**config.mk**
```make
export PLATFORM = sky130hd
export DESIGN_NAME = aes_encipher_block_flat
export DESIGN_NICKNAME = d
export VERILOG_FILES = /design/src/rtl/aes_pkg.sv /design/src/rtl/aes_encipher_block_if.sv /design/src/rtl/aes_sbox.sv /design/src/rtl/aes_encipher_block.sv /design/src/flat_wrapper.sv
export SDC_FILE = /design/constraint.sdc
export NUM_CORES = 2
export LEC_CHECK = 0
export ABC_CLOCK_PERIOD_IN_PS = 8300
export BUFFER_PORTS_ARGS = -buffer_cell sky130_fd_sc_hd__buf_2
export CORE_MARGIN = 1
export CORE_UTILIZATION = 26
export CTS_CLUSTER_DIAMETER = 40
export DETAILED_ROUTE_END_ITERATION = 16
export PLACE_DENSITY_LB_ADDON = 0.15
export SLEW_MARGIN = 20
export SYNTH_ARGS = -nofsm -noshare
export SYNTH_HDL_FRONTEND = slang
export SYNTH_SLANG_ARGS = --single-unit
```
**constraint.sdc**
```tcl
create_clock -name clk -period 8.3 [get_ports clk]
set_input_delay 1.245 -clock clk [delete_from_list [all_inputs] [get_ports clk]]
set_output_delay 1.245 -clock clk [all_outputs]
set_load 0.02 [all_outputs]
```
**src/rtl/aes_pkg.sv**
```systemverilog
// Shared AES definitions: key-length codes, round counts, controller states
// and the GF(2^8) helpers used by the round datapath.
package aes_pkg;

    localparam logic       AES_128_BIT_KEY = 1'b0;
    localparam logic       AES_256_BIT_KEY = 1'b1;
    localparam logic [3:0] AES128_ROUNDS   = 4'd10;
    localparam logic [3:0] AES256_ROUNDS   = 4'd14;

    typedef enum logic [2:0] {
        IDLE  = 3'd0,
        INIT  = 3'd1,
        SBOX  = 3'd2,
        MAIN  = 3'd3,
        FINAL = 3'd4
    } aes_state_t;

    // Forward S-box, entry 0 in the top byte.
    localparam logic [2047:0] SBOX_TABLE = {
        128'h637c777bf26b6fc53001672bfed7ab76, 128'hca82c97dfa5947f0add4a2af9ca472c0,
        128'hb7fd9326363ff7cc34a5e5f171d83115, 128'h04c723c31896059a071280e2eb27b275,
        128'h09832c1a1b6e5aa0523bd6b329e32f84, 128'h53d100ed20fcb15b6acbbe394a4c58cf,
        128'hd0efaafb434d338545f9027f503c9fa8, 128'h51a3408f929d38f5bcb6da2110fff3d2,
        128'hcd0c13ec5f974417c4a77e3d645d1973, 128'h60814fdc222a908846eeb814de5e0bdb,
        128'he0323a0a4906245cc2d3ac629195e479, 128'he7c8376d8dd54ea96c56f4ea657aae08,
        128'hba78252e1ca6b4c6e8dd741f4bbd8b8a, 128'h703eb5664803f60e613557b986c11d9e,
        128'he1f8981169d98e949b1e87e9ce5528df, 128'h8ca1890dbfe6426841992d0fb054bb16
    };

    // Top bit of entry b sits at 2047 - 8*b, which is {~b, 3'b111}.
    function automatic logic [7:0] sbox_lookup(input logic [7:0] b);
        return SBOX_TABLE[{~b, 3'b111} -: 8];
    endfunction

    function automatic logic [7:0] xtime(input logic [7:0] b);
        return {b[6:0], 1'b0} ^ (b[7] ? 8'h1b : 8'h00);
    endfunction

    // One MixColumns column, {02,03,01,01} circulant; byte 0 is bits 31:24.
    function automatic logic [31:0] mixw(input logic [31:0] w);
        logic [7:0] b0, b1, b2, b3;
        b0 = w[31:24];
        b1 = w[23:16];
        b2 = w[15:8];
        b3 = w[7:0];
        return {xtime(b0) ^ xtime(b1) ^ b1 ^ b2 ^ b3,
                b0 ^ xtime(b1) ^ xtime(b2) ^ b2 ^ b3,
                b0 ^ b1 ^ xtime(b2) ^ xtime(b3) ^ b3,
                xtime(b0) ^ b0 ^ b1 ^ b2 ^ xtime(b3)};
    endfunction

    function automatic logic [127:0] mixcolumns(input logic [127:0] s);
        return {mixw(s[127:96]), mixw(s[95:64]), mixw(s[63:32]), mixw(s[31:0])};
    endfunction

    // Column-major state: state byte n lives in s[15-n]; row r rotates left by r.
    function automatic logic [127:0] shiftrows(input logic [15:0][7:0] s);
        return {s[15], s[10], s[5],  s[0],
                s[11], s[6],  s[1],  s[12],
                s[7],  s[2],  s[13], s[8],
                s[3],  s[14], s[9],  s[4]};
    endfunction

endpackage

```
**src/rtl/aes_encipher_block_if.sv**
```systemverilog
// Request/response bundle between the key memory, the requester and the
// encipher datapath.
interface aes_encipher_block_if;
    logic         next;
    logic         keylen;
    logic [3:0]   round;
    logic [127:0] round_key;
    logic [127:0] block;
    logic [127:0] new_block;
    logic         ready;

    modport master (
        output next, keylen, block, round_key,
        input  round, new_block, ready
    );

    modport slave (
        input  next, keylen, block, round_key,
        output round, new_block, ready
    );
endinterface

```
**src/rtl/aes_sbox.sv**
```systemverilog
// Single-byte forward AES S-box, purely combinational.
module aes_sbox
    import aes_pkg::*;
(
    input  logic [7:0] i_in,
    output logic [7:0] o_out
);
    assign o_out = sbox_lookup(i_in);
endmodule

```
**src/rtl/aes_encipher_block.sv**
```systemverilog
// Iterative AES-128/256 encipher round engine. SubBytes is done one 32-bit
// word per cycle through four byte S-boxes; ShiftRows, MixColumns and
// AddRoundKey complete each round in a single cycle.
module aes_encipher_block
    import aes_pkg::*;
(
    input  logic                 clk,
    input  logic                 reset,
    aes_encipher_block_if.slave  bus
);
    aes_state_t   r_fsm, w_fsm_next;
    logic [127:0] r_block, w_block_next;
    logic [3:0]   r_round, w_round_next;
    logic [3:0]   r_nr, w_nr_next;
    logic [1:0]   r_word_ctr, w_word_ctr_next;
    logic         r_ready, w_ready_next;

    logic [31:0]  w_sbox_in;
    logic [31:0]  w_sbox_out;
    logic [127:0] w_sub_block;

    // Word k occupies bits (3-k)*32 +: 32, i.e. base {~k, 5'b0}.
    assign w_sbox_in = r_block[{~r_word_ctr, 5'b0} +: 32];

    genvar gi;
    generate
        for (gi = 0; gi < 4; gi++) begin : g_sbox
            aes_sbox u_sbox (
                .i_in  (w_sbox_in[8*gi +: 8]),
                .o_out (w_sbox_out[8*gi +: 8])
            );
        end
    endgenerate

    // Write the substituted word back into its slot of the state.
    always_comb begin
        w_sub_block = r_block;
        w_sub_block[{~r_word_ctr, 5'b0} +: 32] = w_sbox_out;
    end

    // Controller and datapath next-state: one case per FSM state.
    always_comb begin
        w_fsm_next      = r_fsm;
        w_block_next    = r_block;
        w_round_next    = r_round;
        w_nr_next       = r_nr;
        w_word_ctr_next = r_word_ctr;
        w_ready_next    = r_ready;
        case (r_fsm)
            IDLE: begin
                if (bus.next) begin
                    w_block_next = bus.block;
                    w_nr_next    = (bus.keylen == AES_256_BIT_KEY) ? AES256_ROUNDS : AES128_ROUNDS;
                    w_round_next = 4'd0;
                    w_ready_next = 1'b0;
                    w_fsm_next   = INIT;
                end
            end
            INIT: begin
                w_block_next    = r_block ^ bus.round_key;
                w_round_next    = 4'd1;
                w_word_ctr_next = 2'd0;
                w_fsm_next      = SBOX;
            end
            SBOX: begin
                w_block_next    = w_sub_block;
                w_word_ctr_next = r_word_ctr + 2'd1;
                if (r_word_ctr == 2'd3) begin
                    w_fsm_next = (r_round < r_nr) ? MAIN : FINAL;
                end
            end
            MAIN: begin
                w_block_next = mixcolumns(shiftrows(r_block)) ^ bus.round_key;
                w_round_next = r_round + 4'd1;
                w_fsm_next   = SBOX;
            end
            FINAL: begin
                w_block_next = shiftrows(r_block) ^ bus.round_key;
                w_round_next = 4'd0;
                w_ready_next = 1'b1;
                w_fsm_next   = IDLE;
            end
            default: begin
                w_fsm_next = IDLE;
            end
        endcase
    end

    // State register; reset abandons any operation in flight.
    always_ff @(posedge clk or posedge reset) begin
        if (reset) begin
            r_fsm      <= IDLE;
            r_block    <= '0;
            r_round    <= 4'd0;
            r_nr       <= AES128_ROUNDS;
            r_word_ctr <= 2'd0;
            r_ready    <= 1'b1;
        end else begin
            r_fsm      <= w_fsm_next;
            r_block    <= w_block_next;
            r_round    <= w_round_next;
            r_nr       <= w_nr_next;
            r_word_ctr <= w_word_ctr_next;
            r_ready    <= w_ready_next;
        end
    end

    assign bus.round     = r_round;
    assign bus.ready     = r_ready;
    assign bus.new_block = r_block;

endmodule
```
**src/flat_wrapper.sv**
```systemverilog
// flat-port wrapper written by rule: the top's interface ports become plain ports
module aes_encipher_block_flat import aes_pkg::*;
  (clk, reset, bus_next, bus_keylen, bus_block, bus_round_key, bus_round, bus_new_block, bus_ready);
  aes_encipher_block_if bus_i ();
  input  logic clk;
  input  logic reset;
  input wire logic [$bits(bus_i.next)-1:0] bus_next;
  input wire logic [$bits(bus_i.keylen)-1:0] bus_keylen;
  input wire logic [$bits(bus_i.block)-1:0] bus_block;
  input wire logic [$bits(bus_i.round_key)-1:0] bus_round_key;
  output wire logic [$bits(bus_i.round)-1:0] bus_round;
  output wire logic [$bits(bus_i.new_block)-1:0] bus_new_block;
  output wire logic [$bits(bus_i.ready)-1:0] bus_ready;
  assign bus_i.next = bus_next;
  assign bus_i.keylen = bus_keylen;
  assign bus_i.block = bus_block;
  assign bus_i.round_key = bus_round_key;
  assign bus_round = bus_i.round;
  assign bus_new_block = bus_i.new_block;
  assign bus_ready = bus_i.ready;
  aes_encipher_block u_core (.clk(clk), .reset(reset), .bus(bus_i));
endmodule
```
==> metrics <==
status finished, final reports clean; register area 3490 um^2; post-route setup TNS 0 ns; area occupied by multi-input gates 25000 um^2; Boundary Pins 393; CP Cell Sequence mux4_2, inv_1, ha_1, buf_4, or2_2, o22ai_1, a211oi_1, o311ai_0, o311ai_0, a22oi_1, o21ai_0; top cells by area, synth dfrtp_1 (11%), xnor2_1 (7.9%), xor2_1 (4.9%), nand2_1 (4.5%), xnor3_1 (4.4%); clock slew at reported path FFs 0.07 ns; max-capacitance violation count 0; initial core utilization 0.262; Worst Hold Class reg2reg; post-synth top area share 0.111; Worst Path Max Fanout 44; Final GP Congestion 1.01; clk sinks around 140; CTS tree done; die height 347 um; synth unique cells between 90 and 100; vias per cell between 6 and 7; r2r startpoint u_core.r_word_ctr[1]$_DFFE_PP0P_; vias 38000; initial antenna violation count 6; final slew viol count 0; share of synthesized flip-flops with an asynchronous set or reset 1.00; Rows approximately 130; Mean Syn Cell Area roughly 7.4 um^2; Hold Path Cell Cnt 2; worst rel slew slack 0.203; Root Driver clkbuf_16; clk_lat worst skew ~0.48 ns; Peak Freq 0.176 GHz; cell mode on critical path o311ai_0; FF-to-FF End u_core.bus.new_block[66]$_DFFE_PP0P_; H-tree depth 4; final WL 206000 um; Mapped Cells 4193; die width 347 um; Hold EP u_core.bus.ready$_DFFE_PP1P_; Mapped Area roughly 31000 um^2; Crit path largest cell delay 0.92 ns; DR DRC count 0; count leader, synth nand2_1; warnings from Yosys 0; Main synth FF type dfrtp_1; Port-buffer cells 392; Post-synth top cells nand2_1 (368), clkbuf_1 (312), nor2_1 (289), xnor2_1 (279), o21ai_0 (264); GR Util All Layers 0.326; Critical Path Source Type flip-flop; Layout Skew around 0.014 ns; leading area contributor after synthesis dfrtp_1; core footprint 118000 um^2; die area approximately 120000 um^2; Seq cells post-synth 139; largest net degree at the start of global routing 128; final net count 4506; Hold Crit Start u_core.bus.ready$_DFFE_PP1P_; Fill cells ~13000; HPWL reported at the end of detailed placement 148000 um; Tmin final 5.70 ns; Crit Path Category reg2reg; post-CTS setup buffers 0; Routed Antenna Nets 0; CTS Buf Count 17; vias in the first global route about 35000; EDFF count, synth 0; Pre-antenna DRT Iters 8; sequential area share after synthesis 0.112; r2r worst-path depth 11; post-CTS sizing 0; post-cts hold buffer count 0; final setup fails 0; critical path's slowest cell mux4_2; syn_nets 4512; CP Data Arrival Time around 6.0 ns; RSZ-0062 raised after global routing false; Worst R2R Setup Slack 2.60 ns; GR Overflow Total 0; Area Overhead vs Synth 10.3%; number of hold violations in the final report 0; clock tree buffer depth 2; Initial DRC Count 6222; Worst Max-Slew Pin Slew between 1 and 1.5 ns; layout cell share with drive strength beyond 1 0.164; first-pass GRT wire length about 290000 um; Worst Path Required 8.61 ns; DR WL/cell 35.9 um; Critical Path End Type flip-flop; crit share post-route 0.686
==> how the worst max path moves through the flow <==
stage | startpoint | end | slack (ns) | cells after the start
after floorplan | reset | u_core.bus.new_block[0]$_DFFE_PP0P_ | 3.33 | 1
after global placement | u_core.r_word_ctr[1]$_DFFE_PP0P_ | u_core.bus.new_block[30]$_DFFE_PP0P_ | 2.75 | 10
after detailed placement | u_core.r_word_ctr[1]$_DFFE_PP0P_ | u_core.bus.new_block[112]$_DFFE_PP0P_ | 2.80 | 13
after CTS | u_core.r_word_ctr[1]$_DFFE_PP0P_ | u_core.bus.new_block[112]$_DFFE_PP0P_ | 2.80 | 13
after global routing | u_core.r_word_ctr[1]$_DFFE_PP0P_ | u_core.bus.new_block[66]$_DFFE_PP0P_ | 2.43 | 11
final | u_core.r_word_ctr[1]$_DFFE_PP0P_ | u_core.bus.new_block[66]$_DFFE_PP0P_ | 2.60 | 11
==> metrics by stage <==
step	area, um^2	utilization	hold slack [ns]	worst slack (ns)	instances
floorplan	31000	-	0.492	3.33	4193
global placement	33500	0.284	0.460	2.75	5704
detailed placement	33500	0.284	0.460	2.80	5704
CTS	34200	0.289	0.470	2.80	5736
global route	34200	0.290	0.493	2.43	5736
finish	34200	0.290	0.472	2.60	5737
==> cells in the final DEF (no fill, tap or decap), types with 30 or more instances in the layout <==
cell type	n
a221oi_1	126
a311oi_1	58
xnor3_1	61
nor2_1	287
ha_1	57
dfrtp_1	136
a31oi_1	89
nand2b_1	76
a211oi_1	70
a22oi_1	51
inv_1	51
o21a_1	41
buf_2	392
and2_1	46
a221o_1	35
and3_1	30
xor2_1	174
o21ai_0	263
buf_4	114
o311ai_0	38
o221ai_1	51
o211ai_1	114
nand2_1	368
nor3_1	77
mux2i_1	112
nand3_1	109
mux2_2	35
xnor2_1	279
a21oi_1	257
nor2b_1	38
==> area by class of cell <==
class,instances,area share
Sequential cell,139,0.102
Multi-Input combinational cell,3458,0.731
Clock buffer,17,0.0124
Clock inverter,15,0.00622
Antenna cell,1,0.0000732
Inverter,60,0.00673
Tap cell,1536,0.0562
Timing Repair Buffer,511,0.0853
==> registers in the layout (all words and copies together) (netlist names) <==
signal,flops
u_core.bus.new_block,128
u_core.r_fsm,3
u_core.bus.round,4
u_core.r_nr,1
u_core.bus.ready,1
u_core.r_word_ctr,2
==> cells by family after synthesis <==
group / Yosys count / synth area share
xor gates and xnor gates: 519 / 0.176
and+or+nand+nor: 1149 / 0.174
adders and majority gates: 59 / 0.0238
buffers and inverters: 596 / 0.0849
muxes: 182 / 0.0730
AOI/OAI and AO/OA: 1549 / 0.356
DFF: 139 / 0.112
==> per-layer routing <==
layer | routed length (um) | share of wire | track usage | vias up
li1 | - | - | - | 15800
met3 | 22200 | 0.11 | 0.0730 | 555
met1 | 81800 | 0.40 | 0.430 | 18800
met5 | 46 | 0.00022 | 0 | -
met2 | 88800 | 0.43 | 0.494 | 2862
met4 | 12900 | 0.063 | 0.169 | 8
==> worst max-delay path: cells and delay by family, from the launching register on <==
kind | cells | cell delay, ns
buffers and inverters | 2 | 0.52
AND/OR/NAND/NOR | 1 | 0.30
AO/OA/AOI/OAI | 6 | 2.39
flip-flops | 1 | 0.91
multiplexers | 1 | 0.92
adder cells (fa/ha/maj) | 1 | 0.37
Power is not shown: default switching activity piles up to over one toggle a cycle in this logic, so the estimate is an artifact.
